===== config.mk =====
export PLATFORM = sky130hd
export DESIGN_NAME = sm_ramp_ctrl
export DESIGN_NICKNAME = d
export VERILOG_FILES = /design/src/rtl/sm_pkg.sv /design/src/rtl/sm_ramp_step.sv /design/src/rtl/sm_ramp_ctrl.sv
export SDC_FILE = /design/constraint.sdc
export NUM_CORES = 1
export LEC_CHECK = 0
export CAP_MARGIN = 20
export CORE_MARGIN = 5
export CORE_UTILIZATION = 44
export DETAILED_ROUTE_END_ITERATION = 10
export HOLD_SLACK_MARGIN = 0.1
export PLACE_DENSITY = 0.63
export REMOVE_ABC_BUFFERS = 1
export SYNTH_ARGS = -nofsm -noshare
export SYNTH_HDL_FRONTEND = slang
export SYNTH_HIERARCHICAL = 1
export SYNTH_SLANG_ARGS = --single-unit
export TNS_END_PERCENT = 100

===== constraint.sdc =====
create_clock -name clk -period 11 [get_ports clk]
set_clock_uncertainty 0.1 [all_clocks]
set_input_delay 2.2 -clock clk [delete_from_list [all_inputs] [get_ports clk]]
set_output_delay 2.2 -clock clk [all_outputs]
set_load 0.005 [all_outputs]

===== src/rtl/sm_pkg.sv =====
// Shared definitions for the stepper-motor tracking path (TR, TR_pulse, ramp control).
package sm_pkg;

   // Period bus width in clk cycles, shared with TR and TR_pulse.
   localparam int unsigned SM_N_W         = 17;

   // Default period limits at 50 MHz: 1000 -> 50 kHz, 8333 -> 6 kHz.
   localparam int unsigned SM_N_MIN       = 1000;
   localparam int unsigned SM_N_MAX       = 8333;

   // Default maximum period change per emitted step.
   localparam int unsigned SM_RAMP_STEP   = 16;

   // Ramp controller states.
   typedef enum logic [1:0] {
      ST_IDLE   = 2'd0,
      ST_RAMP   = 2'd1,
      ST_CRUISE = 2'd2,
      ST_BRAKE  = 2'd3
   } sm_state_t;

endpackage


===== src/rtl/sm_ramp_step.sv =====
// Combinational next-period calculation: move the current period toward a goal
// by at most RAMP_STEP, landing exactly on the goal when it is within reach.
module sm_ramp_step
   import sm_pkg::*;
#(
   parameter int unsigned N_W       = SM_N_W,
   parameter int unsigned N_MIN     = SM_N_MIN,
   parameter int unsigned N_MAX     = SM_N_MAX,
   parameter int unsigned RAMP_STEP = SM_RAMP_STEP
) (
   input  logic [N_W-1:0] i_cur_n,
   input  logic [N_W-1:0] i_goal,
   output logic [N_W-1:0] o_nxt_n
);

   localparam logic [N_W:0] LP_STEP = (N_W+1)'(RAMP_STEP);
   localparam logic [N_W:0] LP_MIN  = (N_W+1)'(N_MIN);
   localparam logic [N_W:0] LP_MAX  = (N_W+1)'(N_MAX);

   logic [N_W:0] w_cur;
   logic [N_W:0] w_goal;
   logic [N_W:0] w_diff;
   logic [N_W:0] w_up;
   logic [N_W:0] w_dn;
   logic [N_W:0] w_res;

   // One extra bit of headroom so the +STEP sum cannot wrap; the -STEP path floors at zero
   // before the final saturation to [N_MIN, N_MAX].
   always_comb begin
      w_cur  = {1'b0, i_cur_n};
      w_goal = {1'b0, i_goal};
      w_up   = w_cur + LP_STEP;
      w_dn   = (w_cur >= LP_STEP) ? (w_cur - LP_STEP) : '0;
      if (w_goal >= w_cur) begin
         w_diff = w_goal - w_cur;
         w_res  = (w_diff <= LP_STEP) ? w_goal : w_up;
      end else begin
         w_diff = w_cur - w_goal;
         w_res  = (w_diff <= LP_STEP) ? w_goal : w_dn;
      end
      if (w_res > LP_MAX) w_res = LP_MAX;
      if (w_res < LP_MIN) w_res = LP_MIN;
      o_nxt_n = w_res[N_W-1:0];
   end

endmodule


===== src/rtl/sm_ramp_ctrl.sv =====
// Acceleration/deceleration scheduler between TR and TR_pulse. Stops and reversals
// always brake to the slowest period first; the period changes only on emitted steps.
module sm_ramp_ctrl
   import sm_pkg::*;
#(
   parameter int unsigned N_W       = SM_N_W,
   parameter int unsigned N_MIN     = SM_N_MIN,
   parameter int unsigned N_MAX     = SM_N_MAX,
   parameter int unsigned RAMP_STEP = SM_RAMP_STEP
) (
   input  logic           clk,
   input  logic           rst,
   input  logic           tgt_valid,
   input  logic           tgt_en,
   input  logic           tgt_dir,
   input  logic [N_W-1:0] tgt_n,
   input  logic           step_done,
   output logic           out_en,
   output logic           out_dir,
   output logic [N_W-1:0] out_n,
   output logic           busy,
   output logic           at_speed
);

   localparam logic [N_W-1:0] LP_MIN = N_W'(N_MIN);
   localparam logic [N_W-1:0] LP_MAX = N_W'(N_MAX);

   sm_state_t      r_state;
   logic           r_tgt_en;
   logic           r_tgt_dir;
   logic [N_W-1:0] r_tgt_n;
   logic           r_out_en;
   logic           r_out_dir;
   logic [N_W-1:0] r_out_n;

   logic [N_W-1:0] w_tgt_clamped;
   logic [N_W-1:0] w_goal;
   logic [N_W-1:0] w_nxt_n;
   logic           w_abort;

   // Clamp the incoming request into the legal period window.
   always_comb begin
      w_tgt_clamped = tgt_n;
      if (tgt_n < LP_MIN) w_tgt_clamped = LP_MIN;
      if (tgt_n > LP_MAX) w_tgt_clamped = LP_MAX;
   end

   // Braking always heads for the slowest period; otherwise follow the latched target.
   always_comb begin
      w_goal  = (r_state == ST_BRAKE) ? LP_MAX : r_tgt_n;
      w_abort = !r_tgt_en || (r_tgt_dir != r_out_dir);
   end

   sm_ramp_step #(
      .N_W       (N_W),
      .N_MIN     (N_MIN),
      .N_MAX     (N_MAX),
      .RAMP_STEP (RAMP_STEP)
   ) u_step (
      .i_cur_n (r_out_n),
      .i_goal  (w_goal),
      .o_nxt_n (w_nxt_n)
   );

   // Target latch: hold the last request from TR until the next strobe.
   always_ff @(posedge clk or negedge rst) begin
      if (!rst) begin
         r_tgt_en  <= 1'b0;
         r_tgt_dir <= 1'b0;
         r_tgt_n   <= LP_MAX;
      end else if (tgt_valid) begin
         r_tgt_en  <= tgt_en;
         r_tgt_dir <= tgt_dir;
         r_tgt_n   <= w_tgt_clamped;
      end
   end

   // Ramp state machine and output period register.
   always_ff @(posedge clk or negedge rst) begin
      if (!rst) begin
         r_state   <= ST_IDLE;
         r_out_en  <= 1'b0;
         r_out_dir <= 1'b0;
         r_out_n   <= LP_MAX;
      end else begin
         case (r_state)
            ST_IDLE: begin
               if (r_tgt_en) begin
                  r_out_en  <= 1'b1;
                  r_out_dir <= r_tgt_dir;
                  r_out_n   <= LP_MAX;
                  r_state   <= (r_tgt_n == LP_MAX) ? ST_CRUISE : ST_RAMP;
               end
            end
            ST_RAMP: begin
               // An abort takes priority and discards any coincident step.
               if (w_abort) begin
                  r_state <= ST_BRAKE;
               end else if (step_done) begin
                  r_out_n <= w_nxt_n;
                  if (w_nxt_n == r_tgt_n) r_state <= ST_CRUISE;
               end
            end
            ST_CRUISE: begin
               if (w_abort)                   r_state <= ST_BRAKE;
               else if (r_tgt_n != r_out_n)   r_state <= ST_RAMP;
            end
            ST_BRAKE: begin
               if (step_done) begin
                  if (r_out_n == LP_MAX) begin
                     if (!r_tgt_en) begin
                        r_out_en <= 1'b0;
                        r_state  <= ST_IDLE;
                     end else if (r_tgt_dir != r_out_dir) begin
                        r_out_dir <= r_tgt_dir;
                        r_state   <= (r_tgt_n == LP_MAX) ? ST_CRUISE : ST_RAMP;
                     end else begin
                        r_state <= ST_RAMP;
                     end
                  end else begin
                     r_out_n <= w_nxt_n;
                  end
               end
            end
            default: r_state <= ST_IDLE;
         endcase
      end
   end

   assign out_en   = r_out_en;
   assign out_dir  = r_out_dir;
   assign out_n    = r_out_n;
   assign busy     = (r_state != ST_IDLE);
   assign at_speed = (r_state == ST_CRUISE);

endmodule


* Word level (Yosys, flattened, before mapping)
Cells that the tools add are included.
** Operators by class
- Add/sub/neg operators :: 4
- Magnitude comparators :: 8
- Equality and inequality tests :: 20
- Multiplexer cells :: 38
- Reductions and logical operators :: 10
** Operators by type and width (count)
- $mux W17 :: 9
- $mux W18 :: 5
- $pmux W17 S3 :: 1
- $le A18 B5 Y1 const B :: 2
- $sub A17 B17 Y18 :: 2
- $eq A17 B14 Y1 const B :: 2
- $mux W2 :: 11
- $add A17 B5 Y18 const B :: 1
- $gt A18 B14 Y1 const B :: 1
- $lt A18 B10 Y1 const B :: 1
- $reduce_and A6 Y1 :: 3
- $sub A17 B5 Y18 const B :: 1
- $eq A17 B17 Y1 :: 1
- $ge A17 B17 Y1 :: 1
- $ge A17 B5 Y1 const B :: 1
- $gt A17 B14 Y1 const B :: 1
- $lt A17 B10 Y1 const B :: 1
- $ne A17 B17 Y1 :: 1
- $ne A2 B2 Y1 const B :: 7
- $mux W1 :: 9
- $pmux W2 S4 :: 1
- $ne A3 B3 Y1 const B :: 2
- $reduce_and A5 Y1 :: 1
- $eq A2 B2 Y1 const B :: 2
- other kinds (10) :: 13
** Word-level totals
- Register bits :: 40
- Input port bits :: 23
- Output and inout bits :: 21
- Logic and storage cells :: 87

* Depth between registers and ports, before layout
Gate-level depths: netlist (run 1).
- Depth in word-level cells :: 15
- Depth in mapped cells :: 27
- Mapped depth without buffers :: 23

* Cells and area by module
Netlist (run 1), hierarchy kept.
** Modules (own cells, without submodules)
- sm_ramp_step :: instances 1, cells each 524, area each 3320.7 um2, sequential area each 0.0 um2
- sm_ramp_ctrl :: instances 1, cells each 275, area each 2407.3 um2, sequential area each 1013.5 um2

* Worst setup path before layout (run 1)
OpenSTA, ideal clock, no wires.
- Kind :: flip-flop to flip-flop
- From :: register r_state[0]
- To :: register r_state[0]
- Library setup time :: 128 ps
- Arrival time :: 5543 ps
- Required time :: 10772 ps
- Setup slack :: 5229 ps
- Stages on the path, launching flop included :: 28
- Buffers on the path :: 6
- Clock period less this slack :: 5771 ps
- Cells stage by stage :: dfrtp_1 -> buf_6 -> buf_6 -> clkbuf_1 -> a21oi_1 -> ha_1 -> buf_2 -> nand4_1 -> nor2_1 -> a21o_1 -> or3_1 -> a2111oi_2 -> nand2_1 -> a2111o_1 -> and2_1 -> buf_6 -> o211a_1 -> or4b_1 -> buf_2 -> a41oi_4 -> o21bai_1 -> xor2_1 -> nor4_1 -> nand3_1 -> o21ai_0 -> nand3_1 -> mux2i_1 -> a21oi_1
** On the way
- Word-level cells in the longest chain between the ends :: 13
- Elaborated cells between the ends (all ways) :: 26
- Those cells by class :: add/sub: 2; order compare: 5; eq/ne: 10; mux: 7; reduce/logical: 2
** RTL lines
- start: declaration :: RTL line sm_ramp_ctrl.sv:28 : sm_state_t r_state;
- start signal: assignment :: RTL line sm_ramp_ctrl.sv:92 : r_state <= (r_tgt_n == LP_MAX) ? ST_CRUISE : ST_RAMP;
- start signal: assignment :: RTL line sm_ramp_ctrl.sv:116 : r_state <= (r_tgt_n == LP_MAX) ? ST_CRUISE : ST_RAMP;
- $eq A2 B2 Y1 * :: RTL line sm_ramp_ctrl.sv:50 : w_goal = (r_state == ST_BRAKE) ? LP_MAX : r_tgt_n;
- $mux W17 * :: RTL line sm_ramp_ctrl.sv:50
- via w_goal[6] :: RTL line sm_ramp_ctrl.sv:37 : logic [N_W-1:0] w_goal;
- $sub A17 B17 Y18, on equally long branches :: RTL line sm_ramp_step.sv:38, sm_ramp_step.sv:35
- $le A18 B5 Y1, on equally long branches :: RTL line sm_ramp_step.sv:39, sm_ramp_step.sv:36
- $mux W18, on equally long branches :: RTL line sm_ramp_step.sv:39, sm_ramp_step.sv:36
- $mux W18 * :: RTL line sm_ramp_step.sv:34 : if (w_goal >= w_cur) begin
- $gt A18 B14 Y1 :: RTL line sm_ramp_step.sv:41 : if (w_res > LP_MAX) w_res = LP_MAX;
- $mux W18 * :: RTL line sm_ramp_step.sv:41
- $lt A18 B10 Y1 :: RTL line sm_ramp_step.sv:42 : if (w_res < LP_MIN) w_res = LP_MIN;
- $mux W17 * :: RTL line sm_ramp_step.sv:42
- via w_nxt_n[0] :: RTL line sm_ramp_ctrl.sv:38 : logic [N_W-1:0] w_nxt_n;
- $eq A17 B17 Y1 * :: RTL line sm_ramp_ctrl.sv:101 : if (w_nxt_n == r_tgt_n) r_state <= ST_CRUISE;
- $ne A3 B3 Y1 (no source line) *
- $reduce_and A6 Y1 (no source line) *
Mark *: on every way through the listed nets, which the timed path passes. The rest lies on a longest branch.
A chain may end at the register's enable or synchronous reset.

* Worst setup path in the final report (run 1)
Ends and elaborated chain as after synthesis.

==> results of run 1 <==
==> state kept, by name (all words and copies together), names as in the netlist <==
name,count
out_en,1
r_tgt_dir,1
out_dir,1
r_state,2
r_tgt_n,17
r_tgt_en,1
out_n,17
==> kinds of logic after synthesis <==
| family | Yosys count | synth area share, % |
|---|---|---|
| simple gates | 275 | 25.3 |
| compound gates | 261 | 28.9 |
| buf+inv | 112 | 8.54 |
| xor+xnor | 66 | 10.1 |
| flops | 40 | 17.7 |
| fa+ha+maj | 37 | 8.08 |
| mux | 7 | 1.31 |
| other cells | 1 | 0.0655 |
==> routing by layer <==
layer	GRT usage [%]	part of all wire (%)	vias to the layer above
li1	-	-	2914
met3	1.50	4.6	43
met1	34.4	43	3006
met4	9.72	3.2	0
met2	47.8	49	249
met5	0	0	-
==> Yosys cell counts (5+ instances only) <==
library cell	n	area, um2
a211oi_1	15	113
a21o_1	12	90.1
a21oi_1	77	385
a31oi_1	11	68.8
and2_1	9	56.3
and3_1	5	31.3
buf_2	13	65.1
buf_6	5	56.3
clkbuf_1	16	60.1
dfrtp_1	30	751
dfstp_2	10	263
ha_1	37	463
inv_1	70	263
nand2_1	57	214
nand2b_1	7	43.8
nand3_1	31	155
nand4_1	17	106
nor2_1	56	210
nor2b_1	13	81.3
nor3_1	28	140
nor4_1	14	87.6
o211ai_1	8	60.1
o21a_1	5	37.5
o21ai_0	58	290
o21ai_1	16	80.1
o21bai_1	7	52.6
o31ai_1	6	45.0
or3_1	8	50.1
xnor2_1	33	289
xor2_1	33	289
==> metrics by stage <==
step                      hold slack [ps]  instance area (um2)  setup slack [ps]  util (%)
final                                 450                 6350              2860      50.1
after CTS                             452                 6320              3130      49.9
after global routing                  458                 6350              2160      50.1
after global placement                421                 6190              3250      48.8
after floorplan                       404                 5520              4910         -
after detailed placement              434                 6190              3160      48.8
==> critical path: cells and delay by family, from the launching register on <==
family / cells / cell delay [ps]
AO/OA/AOI/OAI: 9 / 2600
XOR/XNOR: 1 / 140
adder cells (fa/ha/maj): 1 / 560
flip-flops: 1 / 1040
multiplexers: 1 / 180
AND/OR/NAND/NOR: 10 / 3360
==> layout make-up <==
type / count / area share [%]
multi-input combinational: 649 / 66.8
clock buffer: 7 / 2.09
inverter: 73 / 4.31
sequential: 40 / 16.0
clock inverter: 1 / 0.0788
timing repair buffer: 46 / 7.37
tap: 172 / 3.39
==> power groups by stage <==
stage	clock, mW	combinational (mW)	sequential (mW)
floorplan	0	1.27	0.257
global placement	0	1.78	0.286
detailed placement	0	1.78	0.286
CTS	0.142	1.79	0.284
global route	0.149	1.98	0.293
finish	0.139	1.85	0.286
==> worst paths after layout <==
path,to,slack [ps],start,cells past startpoint
max in group asynchronous,r_tgt_n[1],8310,rst,1
setup reg to reg,r_state[0],2860,r_state[0],22
min in group asynchronous,r_tgt_n[15],1930,rst,1
hold / removal,out_en,450,out_en,2
hold reg to reg,out_en,450,out_en,2
setup / recovery,r_state[0],2860,r_state[0],22
==> layout by cell type (no fill, tap or decap), drive strengths merged, types with 10 or more instances in the layout <==
cell type,netlist,layout
ha,37,37
a211oi,15,15
xnor2,33,33
o21ai,74,74
nand2,57,57
nor3,28,28
nand3,31,31
nor2,56,56
a21oi,77,77
a21o,12,12
xor2,33,33
dfstp,10,10
clkdlybuf4s50,0,42
nor2b,13,13
inv,71,71
dfrtp,30,30
nor4,18,18
a31oi,11,11
nand4,17,17
==> qor.json, run 1 <==
{
  "floorplan": {
    "placeableCoreArea_mm2": 0.0127,
    "row_count": 41,
    "dieWidth_um": 124,
    "die_area_mm2": 0.0154,
    "ioPinCount": 44,
    "initial_core_util_pct": 45.2,
    "dieHeight_um": 124
  },
  "sta": {
    "timing_worst_slew_pin_value_ps": 1070,
    "setup_viol_count_final": 0,
    "maxSlewHeadroom_pct": 27.7,
    "fin_crit_ps": 8140,
    "max_clock_freq_mhz": 123,
    "period_share_pct": 74.0,
    "grt_setup_unrepaired": "no",
    "maxSlewViolCount": 0,
    "fin_setup_tns_ps": 0,
    "hold_violations": 0
  },
  "power": {
    "largest_vdd_supply_drop_uv": 144,
    "switchingPower_mw": 1.30,
    "seq_power_share_pct": 12.6,
    "ratio_of_total_power_to_cell_area_mw_per_mm2": 358,
    "intPower_mw": 0.977,
    "power.combinational.fraction_pct": 81.3,
    "cellLeakagePower_nw": 2.78,
    "switching_share_pct": 57.1,
    "report.power.total_mw": 2.28,
    "pwr-share-clk_pct": 6.1
  },
  "drt": {
    "totalWireLength_um": 20900,
    "drt_iter0_drc": 566,
    "drt_drc_violations_left": 0,
    "via_count": 6212,
    "pre_antenna_drt_iters": 5,
    "routed_wire_length_per_instance_um": 21.2,
    "final_antenna_net_count": 0,
    "via_cell_ratio": 6.29
  },
  "clock_network": {
    "clock_sinks": 40,
    "cts_buffers": 5,
    "insertion_delay_ps": 280,
    "cts_tree": "built",
    "max_clock_buf_depth": 2,
    "worst_setup_hold_path_clk_slew_ps": 60,
    "clock-root-buffer": "clkbuf_16",
    "post_cts_resized": 0,
    "ctsHtreeMaxLevel": 2,
    "cts_setup_buffers": 0,
    "postCtsHoldBufs": 0
  },
  "yosys": {
    "syn-mean-instance-area_um2": 7.17,
    "synth-edff-count": 0,
    "synth-seq-area-share_pct": 17.7,
    "ys_warn_count": 6,
    "syn_inst": 799,
    "post_synth_instance_area_mm2": 0.00573,
    "ys_types": 77,
    "ys.flop_type": "dfrtp_1",
    "synth.ff_latch_count": 40,
    "postSynth.asyncResetShare_pct": 100
  },
  "worst_setup_path": {
    "worst_path_largest_cell_delay_ps": 1040,
    "dominant_cell_type_by_count_on_the_critical_path": "nand3_1",
    "timing.critical_path.fanout_max": 37,
    "criticalPathCategory": "flop to flop",
    "startpoint_type": "flop",
    "endpoint_kind_of_the_worst_setup_timing_path": "flop",
    "worstPathArrival_ps": 8190,
    "worstPathCellList": "nand2_1 > and2_1 > ha_1 > nand3_1 > o22ai_1 > a211oi_1 > a221oi_1 > a41o_1 > nor4b_1 > nand4_1 > and2_1 > o211a_1 > nor4_1 > a41oi_1 > a2111oi_0 > xor2_1 > nor4_1 > nand3_1 > o21ai_0 > nand3_1 > mux2i_1 > a21oi_1",
    "timing.critical_path.required_ps": 11050,
    "worst_path_slowest_cell": "dfrtp_1"
  },
  "global_routing": {
    "grt_first_pass_wirelength_um": 32200,
    "grt_util_all_layers_pct": 26.9,
    "initial_antenna_violation_count": 0,
    "globalRoute.totalOverflow": 0,
    "grt_max_degree": 41,
    "vias_in_the_first_global_route": 5944
  },
  "placed_design": {
    "placedCellCount": 979,
    "place.port_buffers": 43,
    "detailedPlacementHpwl_um": 16500,
    "gpl.final_weighted_congestion": 1.02
  },
  "final_layout": {
    "fin_cells": 988,
    "drive_above_1_share_pct": 4.78,
    "fillCellCount": 1322,
    "finish.net_count": 875,
    "multi_input_comb_area_mm2": 0.00424,
    "antennaDiodeCount": 0,
    "layout.area.seq_mm2": 0.00101,
    "synthToLayoutAreaGrowth_pct": 10.9
  },
  "run_status": {
    "outcome": "finished, final reports clean"
  },
  "worst_hold_path": {
    "hold_class": "flop to flop"
  },
  "flow_run": {
    "max_cap_viols": 0
  }
}
(Power assumes the default switching activity.)
==> run 2, diff against run 1 <==
Clock period 11 ns to 7.6 ns, I/O delays scaled along.
==> run 2 against run 1 <==
  * Via count is 1.9% higher
  * Non-clock buffer count is 14 higher
  * Highest routed layer unchanged
  * Combinational power is 52% higher
  * Worst setup slack worse by 2000 ps
  * Final area is 1.5% higher
  * First-iteration DRC count is 31% higher
  * Fmax is 21% higher
  * Die area stayed put
  * Wire length is 0.77% higher
  * Utilization is 0.73 points higher
  * Count of clock-buffer cells in the layout stayed put
  * Cell count is 1.4% higher
  * Largest cell class unchanged
  * Largest power group unchanged
==> qor.json, run 2 (synthesized netlist as in run 1, its figures left out) <==
{
  "run_status": {
    "outcome": "finished, final reports clean"
  },
  "placed_design": {
    "gpl.final_weighted_congestion": {"value": 1.01, "change": "-0.36%"},
    "placedCellCount": {"value": 992, "change": "+1.3%"},
    "place.port_buffers": {"value": 43, "change": "unchanged"},
    "detailedPlacementHpwl": {"value": 16500, "unit": "um", "change": "+0.54%"}
  },
  "worst_setup_path": {
    "timing.critical_path.required": {"value": 7660, "unit": "ps", "change": "-3390 ps"},
    "worstPathArrival": {"value": 6810, "unit": "ps", "change": "-1380 ps"},
    "timing.critical_path.fanout_max": {"value": 16, "change": "-57%"},
    "endpoint_kind_of_the_worst_setup_timing_path": "flop",
    "startpoint_type": "flop",
    "criticalPathCategory": "flop to flop"
  },
  "global_routing": {
    "grt_first_pass_wirelength": {"value": 32900, "unit": "um", "change": "+2.3%"},
    "grt_util_all_layers": {"value": 27.6, "unit": "%", "change": "+0.68 points"},
    "vias_in_the_first_global_route": {"value": 6282, "change": "+5.7%"},
    "globalRoute.totalOverflow": {"value": 0, "change": "unchanged"},
    "grt_max_degree": {"value": 41, "change": "unchanged"},
    "initial_antenna_violation_count": {"value": 0, "change": "unchanged"}
  },
  "power": {
    "largest_vdd_supply_drop": {"value": 178, "unit": "uV", "change": "+23%"},
    "cellLeakagePower": {"value": 2.85, "unit": "nW", "change": "+2.5%"},
    "ratio_of_total_power_to_cell_area": {"value": 520, "unit": "mW/mm2", "change": "+45%"}
  },
  "drt": {
    "routed_wire_length_per_instance": {"value": 21.1, "unit": "um", "change": "-0.63%"},
    "via_count": {"value": 6332, "change": "+1.9%"},
    "dr_wl_met3": {"value": 1150, "unit": "um", "change": "+20%"},
    "totalWireLength": {"value": 21100, "unit": "um", "change": "+0.77%"},
    "drt_iter0_drc": {"value": 742, "change": "+31%"},
    "drt_drc_violations_left": {"value": 0, "change": "unchanged"},
    "via_cell_ratio": {"value": 6.32, "change": "+0.51%"},
    "wl_met1": {"value": 8700, "unit": "um", "change": "-3.7%"},
    "topRoutingLayerUsed": "met4",
    "final_antenna_net_count": {"value": 0, "change": "unchanged"},
    "routed-wl-met2": {"value": 10200, "unit": "um", "change": "-0.28%"},
    "pre_antenna_drt_iters": {"value": 6, "change": "+1"}
  },
  "sta": {
    "max_clock_freq": {"value": 148, "unit": "MHz", "change": "+21%"},
    "hold_violations": {"value": 0, "change": "unchanged"},
    "maxSlewViolCount": {"value": 0, "change": "unchanged"},
    "fin_setup_tns": {"value": 0, "unit": "ps", "change": "unchanged"},
    "setup_viol_count_final": {"value": 0, "change": "unchanged"},
    "fin_crit": {"value": 6750, "unit": "ps", "change": "-1390 ps"},
    "maxSlewHeadroom": {"value": 36.3, "unit": "%", "change": "+8.6 points"},
    "timing_worst_slew_pin_value": {"value": 955, "unit": "ps", "change": "-115 ps"},
    "hold_slack": {"value": 440, "unit": "ps", "change": "-9.99 ps"},
    "period_share": {"value": 88.8, "unit": "%", "change": "+15 points"},
    "grt_setup_unrepaired": "no"
  },
  "final_layout": {
    "finish.net_count": {"value": 889, "change": "+1.6%"},
    "most_common_library_cell_in_the_layout_ignoring_fill_and_taps": "a21oi_1",
    "fin_cells": {"value": 1002, "change": "+1.4%"},
    "final_cell_mix": "a21oi_1 (77), inv_1 (70), o21ai_0 (58)",
    "drive_above_1_share": {"value": 6.39, "unit": "%", "change": "+1.6 points"},
    "synthToLayoutAreaGrowth_pct": 12.5,
    "antennaDiodeCount": {"value": 0, "change": "unchanged"}
  },
  "floorplan": {
    "row_count": {"value": 41, "change": "unchanged"},
    "dieWidth": {"value": 124, "unit": "um", "change": "unchanged"},
    "ioPinCount": {"value": 44, "change": "unchanged"},
    "die_area": {"value": 0.0154, "unit": "mm2", "change": "unchanged"},
    "dieHeight": {"value": 124, "unit": "um", "change": "unchanged"},
    "placeableCoreArea": {"value": 0.0127, "unit": "mm2", "change": "unchanged"},
    "initial_core_util": {"value": 45.2, "unit": "%", "change": "unchanged"}
  },
  "clock_network": {
    "cts_tree": "built",
    "ctsHtreeMaxLevel": {"value": 2, "change": "unchanged"},
    "clock_sinks": {"value": 40, "change": "unchanged"},
    "max_clock_buf_depth": {"value": 2, "change": "unchanged"},
    "clock-root-buffer": "clkbuf_16",
    "worst_setup_hold_path_clk_slew": {"value": 60, "unit": "ps", "change": "about the same"},
    "post_cts_resized": {"value": 0, "change": "unchanged"},
    "insertion_delay": {"value": 280, "unit": "ps", "change": "about the same"},
    "cts_setup_buffers": {"value": 0, "change": "unchanged"},
    "cts_buffers": {"value": 5, "change": "unchanged"},
    "postCtsHoldBufs": {"value": 0, "change": "unchanged"}
  },
  "worst_hold_path": {
    "hold_class": "flop to flop"
  },
  "flow_run": {
    "max_cap_viols": {"value": 0, "change": "unchanged"}
  }
}
[run 2: path summary, 6_finish.rpt]
path,slack [ps],endpoint,depth (start not counted),from
max,850,r_state[0],22,r_state[0]
min,440,out_dir,1,out_dir
max reg2reg,850,r_state[0],22,r_state[0]
min reg2reg,440,out_dir,1,out_dir
max in group asynchronous,5610,out_n[5],1,rst
min in group asynchronous,1250,r_tgt_dir,1,rst
[run 2: area by class of cell]
| type | instances | area, um2 |
|---|---|---|
| Tap cell | 172 | 215 |
| Timing Repair Buffer | 60 | 561 |
| Clock buffer | 7 | 133 |
| Inverter | 73 | 274 |
| Fill cell | 1297 | 6230 |
| Sequential cell | 40 | 1010 |
| Clock inverter | 1 | 5.00 |
| Multi-Input combinational cell | 649 | 4240 |
[run 2: per-stage QoR]
step           power (mW)  worst slack [ps]  util [%]  cell area (um2)
6_report             3.35               851      50.9             6440
3_3_place_gp         3.05               861      49.6             6280
5_1_grt              3.57               378      50.9             6440
3_5_place_dp         3.04               690      49.6             6280
2_1_floorplan        2.21              1510         -             5520
4_1_cts              3.26               653      50.7             6420
[run 2: report_power, final]
part	switching, mW	internal, mW
Combinational	1.72	1.08
Sequential	0.0820	0.263
Clock	0.0795	0.121
Total	1.89	1.47
[run 2: per-layer routing]
layer	GRT usage (%)	up-vias
li1	-	2954
met3	2.45	77
met2	48.0	316
met4	13.4	0
met1	34.1	2985
met5	0	-
[run 2: critical path, cell delays in order, from the launching register on]
cell,delay (ps)
dfrtp_1,600
nand2_1,320
nand2b_1,250
ha_1,390
and3b_1,260
or3_1,340
a211oi_1,320
o311ai_1,190
a2111oi_2,410
nand2_1,100
a2111o_1,500
and2_1,290
o211a_1,270
or4b_1,680
a41oi_4,300
o21bai_1,160
xor2_1,200
nor4_1,260
nand3_1,110
o21ai_0,250
nand3_1,110
mux2i_1,140
a21oi_1,60
==> run 3, diff against run 2 <==
Settings changed: MAX_ROUTING_LAYER set to met4.
==> run 3 against run 2 <==
  * Non-clock buffer count down 1
  * Fmax fell by 3.0%
  * Wire length grew 1.7%
  * Power increased by 2.5%
  * Sequential power is 3% higher
  * Sequential cell count unchanged
  * Critical path type unchanged
  * Largest cell class unchanged
  * Largest power group unchanged
  * Highest routed layer unchanged
==> qor.json, run 3 (synthesized netlist as in run 1, its figures left out) <==
{
  "run_status": {
    "outcome": "finished, final reports clean"
  },
  "sta": {
    "timing_worst_slew_pin_value": {"value": 881, "unit": "ps", "change": "-74.6 ps"},
    "grt_setup_unrepaired": "no",
    "max_clock_freq": {"value": 144, "unit": "MHz", "change": "-3.0%"},
    "setup_viol_count_final": {"value": 0, "change": "unchanged"},
    "hold_violations": {"value": 0, "change": "unchanged"},
    "fin_setup_tns": {"value": 0, "unit": "ps", "change": "unchanged"},
    "fin_crit": {"value": 6960, "unit": "ps", "change": "+212 ps"},
    "maxSlewHeadroom": {"value": 41.3, "unit": "%", "change": "+5.0 points"},
    "hold_slack": {"value": 452, "unit": "ps", "change": "+11.9 ps"},
    "maxSlewViolCount": {"value": 0, "change": "unchanged"},
    "period_share": {"value": 91.6, "unit": "%", "change": "+2.8 points"}
  },
  "power": {
    "power.combinational.fraction": {"value": 82.2, "unit": "%", "change": "-1.5 points"},
    "switchingPower": {"value": 1.92, "unit": "mW", "change": "+1.8%"},
    "pwr-share-clk": {"value": 7.5, "unit": "%", "change": "+1.5 points"},
    "switching_share": {"value": 55.9, "unit": "%", "change": "-0.35 points"},
    "seq_power_share": {"value": 10.3, "unit": "%", "change": "about the same"},
    "cellLeakagePower": {"value": 2.86, "unit": "nW", "change": "+0.56%"},
    "intPower": {"value": 1.52, "unit": "mW", "change": "+3.3%"},
    "ratio_of_total_power_to_cell_area": {"value": 529, "unit": "mW/mm2", "change": "+1.7%"},
    "largest_vdd_supply_drop": {"value": 236, "unit": "uV", "change": "+33%"}
  },
  "global_routing": {
    "grt_util_all_layers": {"value": 29.1, "unit": "%", "change": "+1.6 points"},
    "globalRoute.totalOverflow": {"value": 0, "change": "unchanged"},
    "vias_in_the_first_global_route": {"value": 6213, "change": "-1.1%"},
    "initial_antenna_violation_count": {"value": 0, "change": "unchanged"},
    "grt_first_pass_wirelength": {"value": 33600, "unit": "um", "change": "+2.1%"},
    "grt_max_degree": {"value": 41, "change": "unchanged"}
  },
  "clock_network": {
    "cts_setup_buffers": {"value": 0, "change": "unchanged"},
    "insertion_delay": {"value": 290, "unit": "ps", "change": "about the same"},
    "clock_sinks": {"value": 40, "change": "unchanged"},
    "worst_setup_hold_path_clk_slew": {"value": 60, "unit": "ps", "change": "about the same"},
    "max_clock_buf_depth": {"value": 2, "change": "unchanged"},
    "cts_buffers": {"value": 5, "change": "unchanged"},
    "ctsHtreeMaxLevel": {"value": 2, "change": "unchanged"},
    "cts_tree": "built",
    "clock-root-buffer": "clkbuf_16",
    "postCtsHoldBufs": {"value": 0, "change": "unchanged"}
  },
  "floorplan": {
    "row_count": {"value": 41, "change": "unchanged"},
    "die_area": {"value": 0.0154, "unit": "mm2", "change": "unchanged"},
    "ioPinCount": {"value": 44, "change": "unchanged"},
    "placeableCoreArea": {"value": 0.0127, "unit": "mm2", "change": "unchanged"},
    "dieWidth": {"value": 124, "unit": "um", "change": "unchanged"},
    "initial_core_util": {"value": 45.2, "unit": "%", "change": "unchanged"},
    "dieHeight": {"value": 124, "unit": "um", "change": "unchanged"}
  },
  "worst_setup_path": {
    "startpoint_type": "flop",
    "timing.critical_path.required": {"value": 7660, "unit": "ps", "change": "about the same"},
    "endpoint_kind_of_the_worst_setup_timing_path": "flop",
    "worstPathArrival": {"value": 7020, "unit": "ps", "change": "+210 ps"},
    "timing.critical_path.fanout_max": {"value": 19, "change": "+3"},
    "criticalPathCategory": "flop to flop"
  },
  "drt": {
    "routed_wire_length_per_instance": {"value": 21.4, "unit": "um", "change": "+1.8%"},
    "final_antenna_net_count": {"value": 0, "change": "unchanged"},
    "totalWireLength": {"value": 21500, "unit": "um", "change": "+1.7%"},
    "drt_iter0_drc": {"value": 605, "change": "-18%"},
    "drt_drc_violations_left": {"value": 0, "change": "unchanged"},
    "via_count": {"value": 6339, "change": "+0.11%"},
    "via_cell_ratio": {"value": 6.33, "change": "+0.21%"},
    "pre_antenna_drt_iters": {"value": 6, "change": "unchanged"}
  },
  "flow_run": {
    "max_cap_viols": {"value": 0, "change": "unchanged"}
  },
  "worst_hold_path": {
    "hold_class": "flop to flop"
  },
  "final_layout": {
    "fillCellCount": {"value": 1311, "change": "+1.1%"},
    "most_common_library_cell_in_the_layout_ignoring_fill_and_taps": "a21oi_1",
    "antennaDiodeCount": {"value": 0, "change": "unchanged"},
    "finish.net_count": {"value": 888, "change": "-0.11%"},
    "final_cell_mix": "a21oi_1 (77), inv_1 (70), o21ai_0 (58)",
    "synthToLayoutAreaGrowth_pct": 13.3,
    "drive_above_1_share": {"value": 6.88, "unit": "%", "change": "+0.49 points"}
  },
  "placed_design": {
    "place.port_buffers": {"value": 43, "change": "unchanged"},
    "detailedPlacementHpwl": {"value": 17000, "unit": "um", "change": "+2.6%"},
    "gpl.final_weighted_congestion": {"value": 1.04, "change": "+2.8%"}
  }
}
run 3: cell type report:
class                   instances  area [um2]  area share (%)
inverters                      73         274            4.22
clock buffers                   7         153            2.35
repair buffers                 59         553            8.52
clock inverters                 1        30.0           0.463
flip-flops and latches         40        1020            15.6
multi-input cells             649        4250            65.5
well taps                     172         215            3.31
run 3: worst max-delay path, stage by stage, from the launching register on:
cell,delay [ps]
dfrtp_2,540
nand2_1,320
nand2b_1,160
ha_1,440
and3b_1,260
or3_1,340
a211oi_1,350
o311ai_1,200
a2111oi_2,500
nor4bb_1,390
and2_1,440
nor3_1,150
a221o_1,280
o31ai_1,280
a41oi_2,380
or3b_1,510
xor2_1,180
nor4_1,300
nand3_1,110
o21ai_0,250
nand3_1,110
mux2i_1,170
a21oi_1,60
run 3: path summary, 6_finish.rpt:
kind | startpoint | to | slack, ps | depth (start not counted)
max in group asynchronous | rst | r_state[0] | 5550 | 1
min reg2reg | out_en | out_en | 450 | 2
min | out_en | out_en | 450 | 2
min in group asynchronous | rst | out_n[16] | 1250 | 1
max | r_state[1] | r_state[0] | 640 | 22
max reg2reg | r_state[1] | r_state[0] | 640 | 22
run 3: per-stage QoR:
| stage | cell area (um2) | setup WS (ps) | std cells | util, % | total power [mW] |
|---|---|---|---|---|---|
| after floorplan | 5520 | 1510 | 762 | - | 2.21 |
| after global placement | 6280 | 558 | 992 | 49.6 | 3.07 |
| after detailed placement | 6280 | 449 | 992 | 49.6 | 3.07 |
| after CTS | 6470 | 405 | 1000 | 51.0 | 3.35 |
| after global routing | 6490 | 85.1 | 1001 | 51.2 | 3.67 |
| final | 6490 | 640 | 1001 | 51.2 | 3.44 |
run 3: power groups by stage:
stage	Combinational (mW)	Clock [mW]	Sequential, mW
floorplan	1.84	0	0.372
finish	2.82	0.258	0.355
detailed placement	2.71	0	0.358
global placement	2.71	0	0.356
global route	3.03	0.273	0.366
CTS	2.73	0.264	0.355
run 3: layer usage:
metal | share of wire (%) | vias to the layer above | GRT usage (%)
met3 | 4.8 | 60 | 2.13
met5 | 0 | - | -
met4 | 4.8 | 0 | 13.3
met2 | 49 | 290 | 49.1
li1 | - | 2950 | -
met1 | 42 | 3039 | 35.7
run 3: what timing repair did:
action | in CTS | in global routing
setup endpoints to repair | 0 | 2
resized for setup | 0 | 3
hold endpoints to repair | 0 | 0
